File: src/rtl/pushbutton_conditioner.sv
// ---------------------------------------------------------------------------
// pushbutton_conditioner
//
// Conditions four raw push-button inputs for a processor PUSHBUTTONS port.
// Each button is synchronized through two flops, debounced by requiring
// DEBOUNCE_CYCLES consecutive differing synchronized samples before the
// accepted level changes, and turned into a sticky press-event flag on every
// accepted 0->1 transition. A second press arriving before the processor has
// acknowledged the first raises a sticky overrun flag.
//
// Parameters
//   DEBOUNCE_CYCLES  stable synchronized cycles needed to accept a change (2..255)
//   CNT_W            width of each per-button debounce counter
//
// Ports
//   clk            single clock, rising edge
//   reset          synchronous, active-high reset
//   buttons_raw    [3:0] asynchronous raw levels, 1 = pressed
//   rd_strobe      one-cycle acknowledge; clears press and overrun flags
//   btn_level      [3:0] debounced levels
//   btn_pressed    [3:0] sticky press-event flags
//   btn_overrun    [3:0] sticky "pressed again before acknowledge" flags
//   event_pending  OR of btn_pressed
// ---------------------------------------------------------------------------
module pushbutton_conditioner #(
  parameter int DEBOUNCE_CYCLES = 4,
  parameter int CNT_W           = $clog2(DEBOUNCE_CYCLES + 1)
) (
  input  logic       clk,
  input  logic       reset,
  input  logic [3:0] buttons_raw,
  input  logic       rd_strobe,
  output logic [3:0] btn_level,
  output logic [3:0] btn_pressed,
  output logic [3:0] btn_overrun,
  output logic       event_pending
);

  localparam logic [CNT_W-1:0] CNT_LAST = CNT_W'(DEBOUNCE_CYCLES - 1);
  localparam logic [CNT_W-1:0] CNT_ONE  = CNT_W'(1);

  logic [3:0]       s1_q, s1_d;
  logic [3:0]       s2_q, s2_d;
  logic [CNT_W-1:0] cnt_q [4];
  logic [CNT_W-1:0] cnt_d [4];
  logic [3:0]       level_q, level_d;
  logic [3:0]       pressed_q, pressed_d;
  logic [3:0]       overrun_q, overrun_d;
  logic [3:0]       rise;

  always_comb begin
    s1_d    = buttons_raw;
    s2_d    = s1_q;
    level_d = level_q;

    // The counter tracks how many consecutive edges the synchronized value
    // has disagreed with the accepted level; any agreement restarts it.
    for (int i = 0; i < 4; i++) begin
      cnt_d[i] = '0;
      if (s2_q[i] != level_q[i]) begin
        if (cnt_q[i] == CNT_LAST) begin
          level_d[i] = s2_q[i];
        end else begin
          cnt_d[i] = cnt_q[i] + CNT_ONE;
        end
      end
    end

    rise = level_d & ~level_q;

    // A press on the same edge as the acknowledge survives the clear; it is
    // a fresh event, so it cannot count as an overrun.
    if (rd_strobe) begin
      pressed_d = rise;
      overrun_d = '0;
    end else begin
      pressed_d = pressed_q | rise;
      overrun_d = overrun_q | (rise & pressed_q);
    end
  end

  always_ff @(posedge clk) begin
    if (reset) begin
      s1_q      <= '0;
      s2_q      <= '0;
      cnt_q     <= '{default: '0};
      level_q   <= '0;
      pressed_q <= '0;
      overrun_q <= '0;
    end else begin
      s1_q      <= s1_d;
      s2_q      <= s2_d;
      cnt_q     <= cnt_d;
      level_q   <= level_d;
      pressed_q <= pressed_d;
      overrun_q <= overrun_d;
    end
  end

  assign btn_level     = level_q;
  assign btn_pressed   = pressed_q;
  assign btn_overrun   = overrun_q;
  assign event_pending = |pressed_q;

endmodule

File: config.mk
export PLATFORM = sky130hd
export DESIGN_NAME = pushbutton_conditioner
export DESIGN_NICKNAME = d
export VERILOG_FILES = /design/src/rtl/pushbutton_conditioner.sv
export SDC_FILE = /design/constraint.sdc
export NUM_CORES = 1
export LEC_CHECK = 0
export CORE_MARGIN = 2
export CORE_UTILIZATION = 46
export DETAILED_ROUTE_END_ITERATION = 7
export PLACE_DENSITY = 0.7
export SYNTH_ARGS = -nofsm -noshare
export SYNTH_HDL_FRONTEND = slang
export SYNTH_SLANG_ARGS = --single-unit
File: constraint.sdc
create_clock -name clk -period 1.29 [get_ports clk]
set_input_delay 0.129 -clock clk [delete_from_list [all_inputs] [get_ports clk]]
set_output_delay 0.129 -clock clk [all_outputs]
set_load 0.02 [all_outputs]
* After elaboration in Yosys (flattened, before gate mapping) *
Index checks and enable logic that the tools add are counted.

word-level totals
  register bits after elaboration = 32
  input port bits = 7
  output and inout bits = 13
  word-level logic and storage cells = 45

cells by class
  add/sub/neg operators = 4
  equality and inequality tests = 8
  multiplexer cells = 9
  bitwise operators = 9
  reductions and logical operators = 6

operators by type and width
  cell                   number
  $add A3 B1 Y3 const B  4
  $eq A3 B2 Y1 const B   4
  $reduce_or A3 Y1       4
  $and A4 B4 Y4          2
  $mux W1                8
  $or A4 B4 Y4           2
  $mux W4                1
  $ne A1 B1 Y1           4
  $not A1 Y1             4
  $not A4 Y4             1
  $reduce_or A4 Y1       1
  $reduce_or A2 Y1       1

* Longest topological paths before layout *
  word-level depth = 6
  gate-level depth with buffers = 4
  depth with buffers taken out = 4

* Worst setup path before layout *
OpenSTA, ideal clock, no wires.

  path kind = reg-to-reg
  start = register cnt_q[3] (netlist name)
  end = register overrun_q[2], in the netlist btn_overrun[2]
  setup time = 115 ps
  data arrival time = 1099 ps
  data required time = 1175 ps
  path slack = 77 ps
  stages on the path, launching flop included = 5
  path buffers = 0
  period minus slack after synthesis = 1213 ps
  cell sequence = dfxtp_1 ha_1 ha_1 and4b_2 o21a_1

on the way
  word-level cells in the longest chain between the ends = 6

RTL lines
  what                    line  RTL
  from (decl)             44    logic [CNT_W-1:0] cnt_q [4];
  from (signal assigned)  93    cnt_q <= cnt_d;
  $eq A3 B2 Y1            61    if (cnt_q[i] == CNT_LAST) begin
  $mux W1                 61
  $mux W1                 60    if (s2_q[i] != level_q[i]) begin
  $and A4 B4 Y4           69    rise = level_d & ~level_q;
  $and A4 B4 Y4           78    overrun_d = overrun_q | (rise & pressed_q);
  $or A4 B4 Y4            78
  to (signal assigned)    96    overrun_q <= overrun_d;
  to (decl)               48    logic [3:0] overrun_q, overrun_d;

Every way passes these cells.
A chain may end at the register's enable or synchronous reset.

* Final worst setup path *
  start = register pressed_q[3], in the netlist btn_pressed[3]
  end = output event_pending

on the way
  word-level cells in the longest chain between the ends = 1

RTL lines
  what                    line  RTL
  from (decl)             47    logic [3:0] pressed_q, pressed_d;
  from (signal assigned)  95    pressed_q <= pressed_d;
  $reduce_or A4 Y1        103   assign event_pending = |pressed_q;
  to (decl)               36    output logic event_pending

Every way passes these cells.

==> results.sh <==
export IMPL_status="finished, violations left"
export IMPL_violations="setup timing"
export IMPL_worstRegToRegCells=4
export IMPL_synth_top_area_share_pct=53.3
export IMPL_core_area_um2=2480
export IMPL_antenna_found_initial=0
export IMPL_cts_setup_buffers=0
export IMPL_synth_adder_area_share_pct=8.33
export IMPL_power_leakage_nw=0.645
export IMPL_ir_drop_mv=1.02
export IMPL_die_area_um2=3040
export IMPL_synthFlopType="dfxtp_1"
export IMPL_routed_via_count=800
export IMPL_final_layout_size_suffix_gt1_share_pct=24.8
export IMPL_yosysSeqAreaShare_pct=53.3
export IMPL_synth_area_leaders="dfxtp_1 (53%), ha_1 (8.3%), nor4b_2 (5.0%)"
export IMPL_cts_max_path_buffers=2
export IMPL_use_met2_pct=24.6
export IMPL_grt_use_met1_pct=18.0
export IMPL_timing_final_crit_share_pct=110
export IMPL_place_congestion=0.679
export IMPL_drv_cap=0
export IMPL_critPathMaxStageDelay_ps=520
export IMPL_hold_viol=0
export IMPL_initial_core_util_pct=48.5
export IMPL_synth_top_family_by_area="simple AND/OR/NAND/NOR gates"
export IMPL_diodes=0
export IMPL_skew_ps=9.16
export IMPL_grt_pass1_wl_um=3120
export IMPL_drt_wl_total_um=1980
export IMPL_power_per_cell_area_nw_per_um2=1040
export IMPL_overflow=0
export IMPL_worstSetupStartpointType="flip-flop"
export IMPL_htree_levels=2
export IMPL_crit_chain="or4_4 > buf_6"
export IMPL_synth_edf_count=0
export IMPL_rows=18
export IMPL_ys_types=21
export IMPL_vias_per_cell=4.79
export IMPL_area_growth_pct=32.7
export IMPL_drt_iter0_drc=11
export IMPL_yosys_warnings=0
export IMPL_hold_buffers=0
export IMPL_nNetsFinal=151
export IMPL_grt_usage_pct=14.8
export IMPL_place_inst=159
export IMPL_fmaxAchievable_mhz=708
export IMPL_synth_xor_xnor_area_share_pct=2.92
export IMPL_ant_nets=0
export IMPL_final_setup_tns_ps=-123
export IMPL_grt_use_met3_pct=5.91
export IMPL_synth_compound_area_share_pct=4.17
export IMPL_clkTransAtPathRegs_ps=100
export IMPL_stdcell_count=167
export IMPL_rsz0062_at_grt="true"
export IMPL_maxSlewViolCount=0
export IMPL_synth_common_cells="dfxtp_1 (32), ha_1 (8), nor2b_1 (8)"
export IMPL_preCtsSetupSlack_ps=-181
export IMPL_grt_max_degree=15
export IMPL_synth_seq_cells=32
export IMPL_yosysMostFrequentCell="dfxtp_1"
export IMPL_critPathKind="flip-flop to output pin"
export IMPL_final_setup_viol_count=1
export IMPL_routedWlPerCell_um=11.8
export IMPL_dieHeight_um=55.1
export IMPL_min_path_type="input port to flip-flop"
export IMPL_cts_root_buf="clkbuf_4"
export IMPL_async_flop_share_pct=0
export IMPL_whs_path_depth=2
export IMPL_syn_nets=116
export IMPL_hpwl_um=1490
export IMPL_firstDrtPassIters=3
export IMPL_post_route_drc_count=0
export IMPL_io_buffers=19
export IMPL_io_pins=20
export IMPL_clock_sinks=32
export IMPL_critPathCaptureType="output pin"
export IMPL_synth_cells=101
export IMPL_tightest_slew_ps=578
export IMPL_netlist_area_um2=1200
export IMPL_synthMuxAreaShare_pct=3.33
export IMPL_synth_simple_area_share_pct=24.7
export IMPL_grt_busiest_layer="met2"
export IMPL_cp_required_ps=1160
export IMPL_arrival_ps=1280
export IMPL_cts_buffers=5
export IMPL_path_max_fanout=2
export IMPL_grt_pass1_vias=717
export IMPL_post_route_util_pct=64.3
export IMPL_slew_headroom_pct=61.2
export IMPL_slowest_stage="or4_4"
export IMPL_fin_crit_ps=1410
export IMPL_cts_tree="yes"
export IMPL_fin_ws_ps=-123
export IMPL_synth_top_area_cell="dfxtp_1"
export IMPL_die_w_um=55.1
export IMPL_syn_avg_cell_area_um2=11.9
export IMPL_clk_latency_ps=310
-- what timing repair did --
item,in CTS,in global routing
endpoints found under the setup margin,13,8
resized for setup,16,14
pin swaps,0,1
hold endpoints to repair,0,0
-- layer usage --
layer	share of wire, %	vias up
met5	0	-
met4	0	0
met3	5.3	0
met2	45	18
met1	50	357
li1	-	425
-- critical path, delay by kind of cell, from the launching register on --
| kind | cells | cell delay [ps] |
|---|---|---|
| DFF | 1 | 320 |
| buffers and inverters | 1 | 140 |
| and+or+nand+nor | 1 | 520 |
-- sequential cells by signal, summed over array words and instances, names as in the netlist --
name         cells
cnt_q           12
btn_level        4
btn_overrun      4
btn_pressed      4
s1_q             4
s2_q             4
-- cell usage in the layout (no fill, tap or decap), drive strengths merged --
cell and instances:
dfxtp 32, buf 13, dlygate4sd2 11, nor2b 8, ha 8, clkbuf 8, nor4 8, clkdlybuf4s50 6
nor2 5, inv 4, mux2i 4, nand3b 4, a21oi 4, xnor2 4, o21a 4, and4b 4
nor4b 4, nand2b 3, or4 1, or2b 1, clkdlybuf4s15 1
-- cells by family (layout without fill, tap and decap cells) --
| family | count (synthesis) | in the layout |
|---|---|---|
| XOR/XNOR | 4 | 4 |
| AND/OR/NAND/NOR | 38 | 38 |
| flip-flops | 32 | 32 |
| buffers and inverters | 7 | 43 |
| adder cells (fa/ha/maj) | 8 | 8 |
| AO/OA/AOI/OAI | 8 | 8 |
| multiplexers | 4 | 4 |
-- layout make-up --
cell class              count  area (um2)
multi-input cells          62         572
inverters                   4        15.0
flip-flops and latches     32         643
clock buffers               8        58.8
well taps                  30        37.5
repair buffers             31         268
fillers                   220         883
-- report_power, final --
group,switching (mW),internal [mW]
clock,0.299,0.269
combinational,0.0347,0.0401
sequential,0.00925,1.00
total,0.343,1.31
-- path summary, 6_finish.rpt --
| path | startpoint | endpoint | slack [ps] |
|---|---|---|---|
| hold reg to reg | cnt_q[0] | cnt_q[0] | 430 |
| setup reg to reg | cnt_q[6] | cnt_q[8] | 70 |
| setup / recovery | btn_pressed[3] | event_pending | -120 |
| hold / removal | buttons_raw[0] | s1_q[0] | 370 |
-- stage by stage --
stage,hold slack [ps],power [mW],instance area (um2)
2_1_floorplan,257,1.07,1200
3_3_place_gp,414,1.10,1500
3_5_place_dp,420,1.10,1500
4_1_cts,367,1.66,1530
5_1_grt,359,1.73,1590
6_report,372,1.65,1590
No activity file was read; power rests on OpenSTA's default activity.
